### config.mk
export PLATFORM = sky130hd
export DESIGN_NAME = instr_encoder_flat
export DESIGN_NICKNAME = d
export VERILOG_FILES = /design/src/rtl/instr_encoder_if.sv /design/src/rtl/instr_encoder.sv /design/src/flat_wrapper.sv
export SDC_FILE = /design/constraint.sdc
export NUM_CORES = 1
export LEC_CHECK = 0
export ABC_AREA = 1
export CORE_AREA = 4 4 178 180
export CTS_CLUSTER_DIAMETER = 80
export DETAILED_ROUTE_END_ITERATION = 12
export DIE_AREA = 0 0 182 184
export HOLD_SLACK_MARGIN = 0.1
export PLACE_DENSITY = 0.57
export SYNTH_ARGS = -nofsm -noshare
export SYNTH_HDL_FRONTEND = slang
export SYNTH_SLANG_ARGS = --single-unit
### constraint.sdc
create_clock -name clk -period 3.7 [get_ports clk]
set_input_delay 1.11 -clock clk [delete_from_list [all_inputs] [get_ports clk]]
set_output_delay 1.11 -clock clk [all_outputs]
set_load 0.01 [all_outputs]
### src/rtl/instr_encoder_if.sv
// rtl/instr_encoder_if.sv - request/stream bundle between a stimulus source and instr_encoder
// slave is the encoder's view, master is the driver/consumer view.
interface instr_encoder_if;
  logic        s_valid;
  logic        s_ready;
  logic [4:0]  s_mnem;
  logic [4:0]  s_rs;
  logic [4:0]  s_rt;
  logic [4:0]  s_rd;
  logic [4:0]  s_shamt;
  logic [15:0] s_imm;
  logic [25:0] s_target;
  logic        m_valid;
  logic        m_ready;
  logic [31:0] m_instr;
  logic [31:0] m_addr;
  logic [15:0] emit_cnt;
  logic        err;

  modport slave (
    input  s_valid, s_mnem, s_rs, s_rt, s_rd, s_shamt, s_imm, s_target, m_ready,
    output s_ready, m_valid, m_instr, m_addr, emit_cnt, err
  );

  modport master (
    output s_valid, s_mnem, s_rs, s_rt, s_rd, s_shamt, s_imm, s_target, m_ready,
    input  s_ready, m_valid, m_instr, m_addr, emit_cnt, err
  );
endinterface

### src/rtl/instr_encoder.sv
// rtl/instr_encoder.sv - MIPS mnemonic-to-word encoder with E register, output FIFO and address stream
// Optional INSTR_ENC_CHECK_EN: drop illegal codes at E and raise sticky err instead of emitting NOP.
module instr_encoder #(
  parameter int          DEPTH     = 4,
  parameter logic [31:0] BASE_ADDR = 32'h0000_0000
) (
  input  logic           clk,
  input  logic           rst_n,
  input  logic           clr,
  instr_encoder_if.slave bus
);
  localparam int PW = $clog2(DEPTH);
  localparam int CW = PW + 1;
  localparam logic [CW-1:0] DEPTH_C = CW'(DEPTH);

  logic          r_e_valid;
  logic [31:0]   r_e_word;
  logic [31:0]   r_mem [DEPTH];
  logic [PW-1:0] r_rd_ptr;
  logic [PW-1:0] r_wr_ptr;
  logic [CW-1:0] r_count;
  logic [31:0]   r_addr;
  logic [15:0]   r_emit_cnt;

  logic [31:0]   w_enc_word;
  logic [CW-1:0] w_occ;
  logic          w_accept;
  logic          w_e_adv;
  logic          w_push;
  logic          w_pop;

  // Unlisted codes fall through to the all-zero word (NOP).
  always_comb begin
    w_enc_word = 32'd0;
    case (bus.s_mnem)
      5'd0:  w_enc_word = {6'd0, 5'd0, bus.s_rt, bus.s_rd, bus.s_shamt, 6'd0};
      5'd1:  w_enc_word = {6'd0, 5'd0, bus.s_rt, bus.s_rd, bus.s_shamt, 6'd3};
      5'd2:  w_enc_word = {6'd0, 5'd0, bus.s_rt, bus.s_rd, bus.s_shamt, 6'd2};
      5'd3:  w_enc_word = {6'd0, bus.s_rs, bus.s_rt, bus.s_rd, 5'd0, 6'd32};
      5'd4:  w_enc_word = {6'd0, bus.s_rs, bus.s_rt, bus.s_rd, 5'd0, 6'd33};
      5'd5:  w_enc_word = {6'd0, bus.s_rs, bus.s_rt, bus.s_rd, 5'd0, 6'd34};
      5'd6:  w_enc_word = {6'd0, bus.s_rs, bus.s_rt, bus.s_rd, 5'd0, 6'd36};
      5'd7:  w_enc_word = {6'd0, bus.s_rs, bus.s_rt, bus.s_rd, 5'd0, 6'd37};
      5'd8:  w_enc_word = {6'd0, bus.s_rs, bus.s_rt, bus.s_rd, 5'd0, 6'd39};
      5'd9:  w_enc_word = {6'd0, bus.s_rs, bus.s_rt, bus.s_rd, 5'd0, 6'd42};
      5'd10: w_enc_word = {6'd0, bus.s_rs, bus.s_rt, bus.s_rd, 5'd0, 6'd43};
      5'd11: w_enc_word = {6'd0, bus.s_rs, 15'd0, 6'd8};
      5'd12: w_enc_word = {26'd0, 6'd12};
      5'd13: w_enc_word = {6'd2, bus.s_target};
      5'd14: w_enc_word = {6'd3, bus.s_target};
      5'd15: w_enc_word = {6'd4, bus.s_rs, bus.s_rt, bus.s_imm};
      5'd16: w_enc_word = {6'd5, bus.s_rs, bus.s_rt, bus.s_imm};
      5'd17: w_enc_word = {6'd8, bus.s_rs, bus.s_rt, bus.s_imm};
      5'd18: w_enc_word = {6'd9, bus.s_rs, bus.s_rt, bus.s_imm};
      5'd19: w_enc_word = {6'd10, bus.s_rs, bus.s_rt, bus.s_imm};
      5'd20: w_enc_word = {6'd12, bus.s_rs, bus.s_rt, bus.s_imm};
      5'd21: w_enc_word = {6'd13, bus.s_rs, bus.s_rt, bus.s_imm};
      5'd22: w_enc_word = {6'd35, bus.s_rs, bus.s_rt, bus.s_imm};
      5'd23: w_enc_word = {6'd43, bus.s_rs, bus.s_rt, bus.s_imm};
      default: w_enc_word = 32'd0;
    endcase
  end

  // Occupancy counts the E word so acceptance never overruns the FIFO.
  assign w_occ       = r_count + {{(CW-1){1'b0}}, r_e_valid};
  assign bus.s_ready = !clr && (w_occ < DEPTH_C);
  assign w_accept    = bus.s_valid && bus.s_ready;
  assign w_e_adv     = r_e_valid && (r_count != DEPTH_C);
  assign w_pop       = (r_count != '0) && bus.m_ready;

  assign bus.m_valid  = (r_count != '0);
  assign bus.m_instr  = (r_count != '0) ? r_mem[r_rd_ptr] : 32'd0;
  assign bus.m_addr   = r_addr;
  assign bus.emit_cnt = r_emit_cnt;

`ifdef INSTR_ENC_CHECK_EN
  logic r_e_illegal;
  logic r_err;
  logic w_enc_illegal;

  assign w_enc_illegal = (bus.s_mnem > 5'd23);
  assign w_push        = w_e_adv && !r_e_illegal;
  assign bus.err       = r_err;

  always_ff @(posedge clk) begin
    if (!rst_n || clr) begin
      r_e_illegal <= 1'b0;
      r_err       <= 1'b0;
    end else if (w_accept) begin
      r_e_illegal <= w_enc_illegal;
      if (w_enc_illegal) begin
        r_err <= 1'b1;
      end
    end
  end
`else
  assign w_push  = w_e_adv;
  assign bus.err = 1'b0;
`endif

  always_ff @(posedge clk) begin
    if (w_push) begin
      r_mem[r_wr_ptr] <= r_e_word;
    end
  end

  always_ff @(posedge clk) begin
    if (!rst_n || clr) begin
      r_e_valid  <= 1'b0;
      r_e_word   <= 32'd0;
      r_rd_ptr   <= '0;
      r_wr_ptr   <= '0;
      r_count    <= '0;
      r_addr     <= BASE_ADDR;
      r_emit_cnt <= 16'd0;
    end else begin
      if (w_accept) begin
        r_e_valid <= 1'b1;
        r_e_word  <= w_enc_word;
      end else if (w_e_adv) begin
        r_e_valid <= 1'b0;
      end
      if (w_push) begin
        r_wr_ptr <= r_wr_ptr + PW'(1);
      end
      if (w_pop) begin
        r_rd_ptr   <= r_rd_ptr + PW'(1);
        r_addr     <= r_addr + 32'd4;
        r_emit_cnt <= r_emit_cnt + 16'd1;
      end
      case ({w_push, w_pop})
        2'b10:   r_count <= r_count + CW'(1);
        2'b01:   r_count <= r_count - CW'(1);
        default: r_count <= r_count;
      endcase
    end
  end
endmodule

### src/flat_wrapper.sv
// flat-port wrapper written by rule: the top's interface ports become plain ports
module instr_encoder_flat 
#(
  parameter int          DEPTH     = 4,
  parameter logic [31:0] BASE_ADDR = 32'h0000_0000
)
  (clk, rst_n, clr, bus_s_valid, bus_s_mnem, bus_s_rs, bus_s_rt, bus_s_rd, bus_s_shamt, bus_s_imm, bus_s_target, bus_m_ready, bus_s_ready, bus_m_valid, bus_m_instr, bus_m_addr, bus_emit_cnt, bus_err);
  instr_encoder_if bus_i ();
  input  logic clk;
  input  logic rst_n;
  input  logic clr;
  input wire logic [$bits(bus_i.s_valid)-1:0] bus_s_valid;
  input wire logic [$bits(bus_i.s_mnem)-1:0] bus_s_mnem;
  input wire logic [$bits(bus_i.s_rs)-1:0] bus_s_rs;
  input wire logic [$bits(bus_i.s_rt)-1:0] bus_s_rt;
  input wire logic [$bits(bus_i.s_rd)-1:0] bus_s_rd;
  input wire logic [$bits(bus_i.s_shamt)-1:0] bus_s_shamt;
  input wire logic [$bits(bus_i.s_imm)-1:0] bus_s_imm;
  input wire logic [$bits(bus_i.s_target)-1:0] bus_s_target;
  input wire logic [$bits(bus_i.m_ready)-1:0] bus_m_ready;
  output wire logic [$bits(bus_i.s_ready)-1:0] bus_s_ready;
  output wire logic [$bits(bus_i.m_valid)-1:0] bus_m_valid;
  output wire logic [$bits(bus_i.m_instr)-1:0] bus_m_instr;
  output wire logic [$bits(bus_i.m_addr)-1:0] bus_m_addr;
  output wire logic [$bits(bus_i.emit_cnt)-1:0] bus_emit_cnt;
  output wire logic [$bits(bus_i.err)-1:0] bus_err;
  assign bus_i.s_valid = bus_s_valid;
  assign bus_i.s_mnem = bus_s_mnem;
  assign bus_i.s_rs = bus_s_rs;
  assign bus_i.s_rt = bus_s_rt;
  assign bus_i.s_rd = bus_s_rd;
  assign bus_i.s_shamt = bus_s_shamt;
  assign bus_i.s_imm = bus_s_imm;
  assign bus_i.s_target = bus_s_target;
  assign bus_i.m_ready = bus_m_ready;
  assign bus_s_ready = bus_i.s_ready;
  assign bus_m_valid = bus_i.m_valid;
  assign bus_m_instr = bus_i.m_instr;
  assign bus_m_addr = bus_i.m_addr;
  assign bus_emit_cnt = bus_i.emit_cnt;
  assign bus_err = bus_i.err;
  instr_encoder #(.DEPTH(DEPTH), .BASE_ADDR(BASE_ADDR)) u_core (.clk(clk), .rst_n(rst_n), .clr(clr), .bus(bus_i));
endmodule
==> results.md <==
* Die area at ~33000 um2
* CP Launch Type: flip-flop
* Internal at just over 4 mW
* Mapped Area at roughly 9600 um2
* Number of DRC markers in iteration 0 at approximately 440
* DP Wirelength at ~17 mm
* Row Count at 64
* Fin Hold WS at roughly 470 ps
* Status: finished, final reports clean
* Avg WL per Cell at approximately 15 um
* Power per cell area at ~420 nW/um2
* Hold WC Path Type: reg2reg
* Worst-Skew Late Latency at approximately 530 ps
* Count of pins over their slew limit at 0
* Top cells by area, synth: edfxtp_1, dfxtp_1, nand2_1, nor2_1, a21oi_1
* Vias in the first global route at ~7600
* RSZ-0062 raised after global routing: no
* Yosys warning total at 0
* F_max at between 0.2 and 0.3 GHz
* Hold Vio Cnt, Final at 0
* Reported max-cap violation count at 0
* Root cell of the clock tree: clkbuf_16
* Worst Clk Skew at about 15 ps
* Crit path arrival time at 2360 ps
* Worst slew pin tran at between 700 and 800 ps
* Hold-fix buffers at CTS at 0
* Mux cell area share after synthesis at 0%
* Antenna Nets Post-Route at 0
* Syn avg cell area at approximately 8.4 um2
* Xor-xnor portion of the synthesized cell area at less than 1%
* Post-route cell area at about 12000 um2
* CTS Buffer Depth at 3
* Routability-driven placement congestion ratio at 0.8474
* Pre-CTS setup slack at around 240 ps
* Combinational share of power at approximately 5%
* #FFs+latches synth at about 210
* Syn Inst Count at between 1000 and 1500
* Critical path fanouts, max at 30
* Largest family of logic cells by synthesized area: simple AND/OR/NAND/NOR gates
* Clk slew on worst S/H paths at about 60 ps
* Starting Density at a little under a third
* Setup TNS at 0 ps
* Share of layout cells above drive strength 1 at under 10%
* Fraction of the mapped netlist area in compound gates at 10.50%
* Final worst slack at 232.0 ps
* Net load switching power at between 1 and 1.5 mW
* Unique cell type count in the Yosys netlist at 36
* Worst Path Required at roughly 2600 ps
* Vias at about 8000
* Fin nets at approximately 1400
* CTS tree: yes
* IO Port Bufs at 150
* Setup Viol. Count Final at 0
* Peak supply drop at ~0.00029 V
* Number of remaining DRC errors at 0
* Critical path class: reg2out
* Die span in x at 182 um
* Fillers at ~3000
* Routed vias/inst at around 4.7
* Most frequent cell after synthesis: nand2_1
* Htree depth at 1
* WL final at between 20 and 30 mm
* Dominant synthesized flop cell: edfxtp_1
* Gr ovfl total at 0
* Crit path capture type: output port
* Area growth syn-to-layout at 29.46%
* Sw frac at between 20% and 30%
* Clock group share of total power at approximately 48%
* Ys async rst share at 0%
* Sequential Power Share at about 48%
* Synthesized-area fraction occupied by adder cells at around 1.1%
* LEAKAGE at between 4 and 5 nW
* Sink Count at around 210
* Cells along the critical path: clkinv_2 -> buf_12 -> o21ai_0 -> a21oi_1 -> clkdlybuf4s50_1
* Share of the synthesized area in the top cell type at 38.97%
* Buf/Inv on CP at 3
* Global-route wire length before repair at around 40 mm
* Num CTS Buffers at 24
* Fin crit period at between 3000 and 4000 ps
* Final core occ at just over 40%
* Area after DPL at approximately 12000 um2
* Initial antenna violation count at 4
* Post-synthesis simple-gate area fraction at between 20 and 25%
* Largest net degree at the start of global routing at around 50
* Drt first pass iters at 5
* Register area share after synthesis at about 57%
* # IOs at 155
* Core area at 30190 um2
* Fin crit share at a little over nine tenths
* Chip Height at 184 um
* Synth area leader: edfxtp_1
* Slew HR at between 40 and 50%
* Crit-path slowest cell: clkdlybuf4s50_1
* Crit-path leading delay family: buffers and inverters
* Post-synth top cells: nand2_1, nor2_1, edfxtp_1, a21oi_1, o21ai_0
* Max incr delay on CP at 510 ps
* GRT Util Overall at about 15%
* Post-synth EDFFs at ~120
==> timing repair <==
action,CTS,global route
setup buffers,0,0
gates resized for setup,0,2
hold endpoints to repair,0,0
endpoints found under the setup margin,0,1
==> state kept, by name, summed over array words and instances, names as in the netlist, named ones only <==
name / flops
u_core.r_mem: 124
u_core.r_count: 3
u_core.r_rd_ptr: 2
u_core.bus.m_addr: 30
u_core.r_wr_ptr: 2
u_core.r_e_valid: 1
u_core.bus.emit_cnt: 16
u_core.r_e_word: 31
==> power groups by stage <==
stage                     registers (mW)  clock network (mW)  logic, mW
after global placement              2.54                   0      0.257
after global routing                2.49                2.66      0.284
after CTS                           2.49                2.54      0.261
after detailed placement            2.54                   0      0.259
after floorplan                     2.54                   0      0.125
final                               2.49                2.49      0.256
==> area by class of cell <==
type	instances	area [um2]	area share, %
antenna	2	5.005	0.04046
clock buffer	30	653.1	5.280
clock inverter	14	183.9	1.487
multi-input combinational	801	3588	29.01
tap	396	495.5	4.005
timing repair buffer	171	1688	13.64
inverter	77	290.3	2.347
sequential	211	5466	44.19
==> stage by stage <==
stage                     total power [mW]  std cells
after floorplan                      2.662       1138
after global placement               2.796       1656
after detailed placement             2.799       1656
after CTS                            5.293       1700
after global routing                 5.429       1701
final                                5.234       1702
==> layout by cell type (no fill, tap or decap), types with 3 or more instances in the layout <==
cell               n
nor2_1           224
nand2_1          274
clkbuf_8           3
clkinv_2           6
xor2_1             3
inv_2              4
clkbuf_16         24
dfxtp_1           86
edfxtp_1         124
o21ai_1            4
nand4_1           12
clkbuf_1           3
clkdlybuf4s50_1  150
nor2_2             4
a21oi_1           96
inv_1             72
nor2_4             7
nor3_1            12
buf_4             18
ha_1               7
conb_1             4
o21ai_0           88
bufinv_16          4
xnor2_1            3
nand3_1           48
==> layer usage <==
metal,track usage (%),vias up,wire length (um)
li1,-,4035,-
met1,20.40,3693,11840
met2,25.30,200,12310
met3,3.304,49,1627
met4,4.323,6,550
met5,0,-,42
==> worst paths after layout <==
path / depth (start not counted) / endpoint / startpoint / slack, ps
setup / recovery: 5 / bus_m_instr[18] / flip-flop / 230
hold / removal: 2 / u_core.r_rd_ptr[1] / u_core.r_rd_ptr[1] / 470
setup reg to reg: 10 / u_core.r_count[2] / u_core.r_count[0] / 1350
hold reg to reg: 2 / u_core.r_rd_ptr[1] / u_core.r_rd_ptr[1] / 470
==> logic make-up (layout without fill, tap and decap cells) <==
logic type | after synthesis | in the layout
other cells | 1 | 6
compound gates | 195 | 195
buf+inv | 126 | 292
xor+xnor | 6 | 6
fa+ha+maj | 8 | 8
flops | 211 | 211
simple gates | 588 | 588
==> worst register-to-register path, delay by kind of cell (launching register included) <==
kind	cells	cell delay [ps]
AO/OA/AOI/OAI	4	460
adder cells (fa/ha/maj)	2	680
buffers and inverters	1	70
flip-flops	1	340
AND/OR/NAND/NOR	3	670
Note: power is estimated with default switching activity, not from simulation.
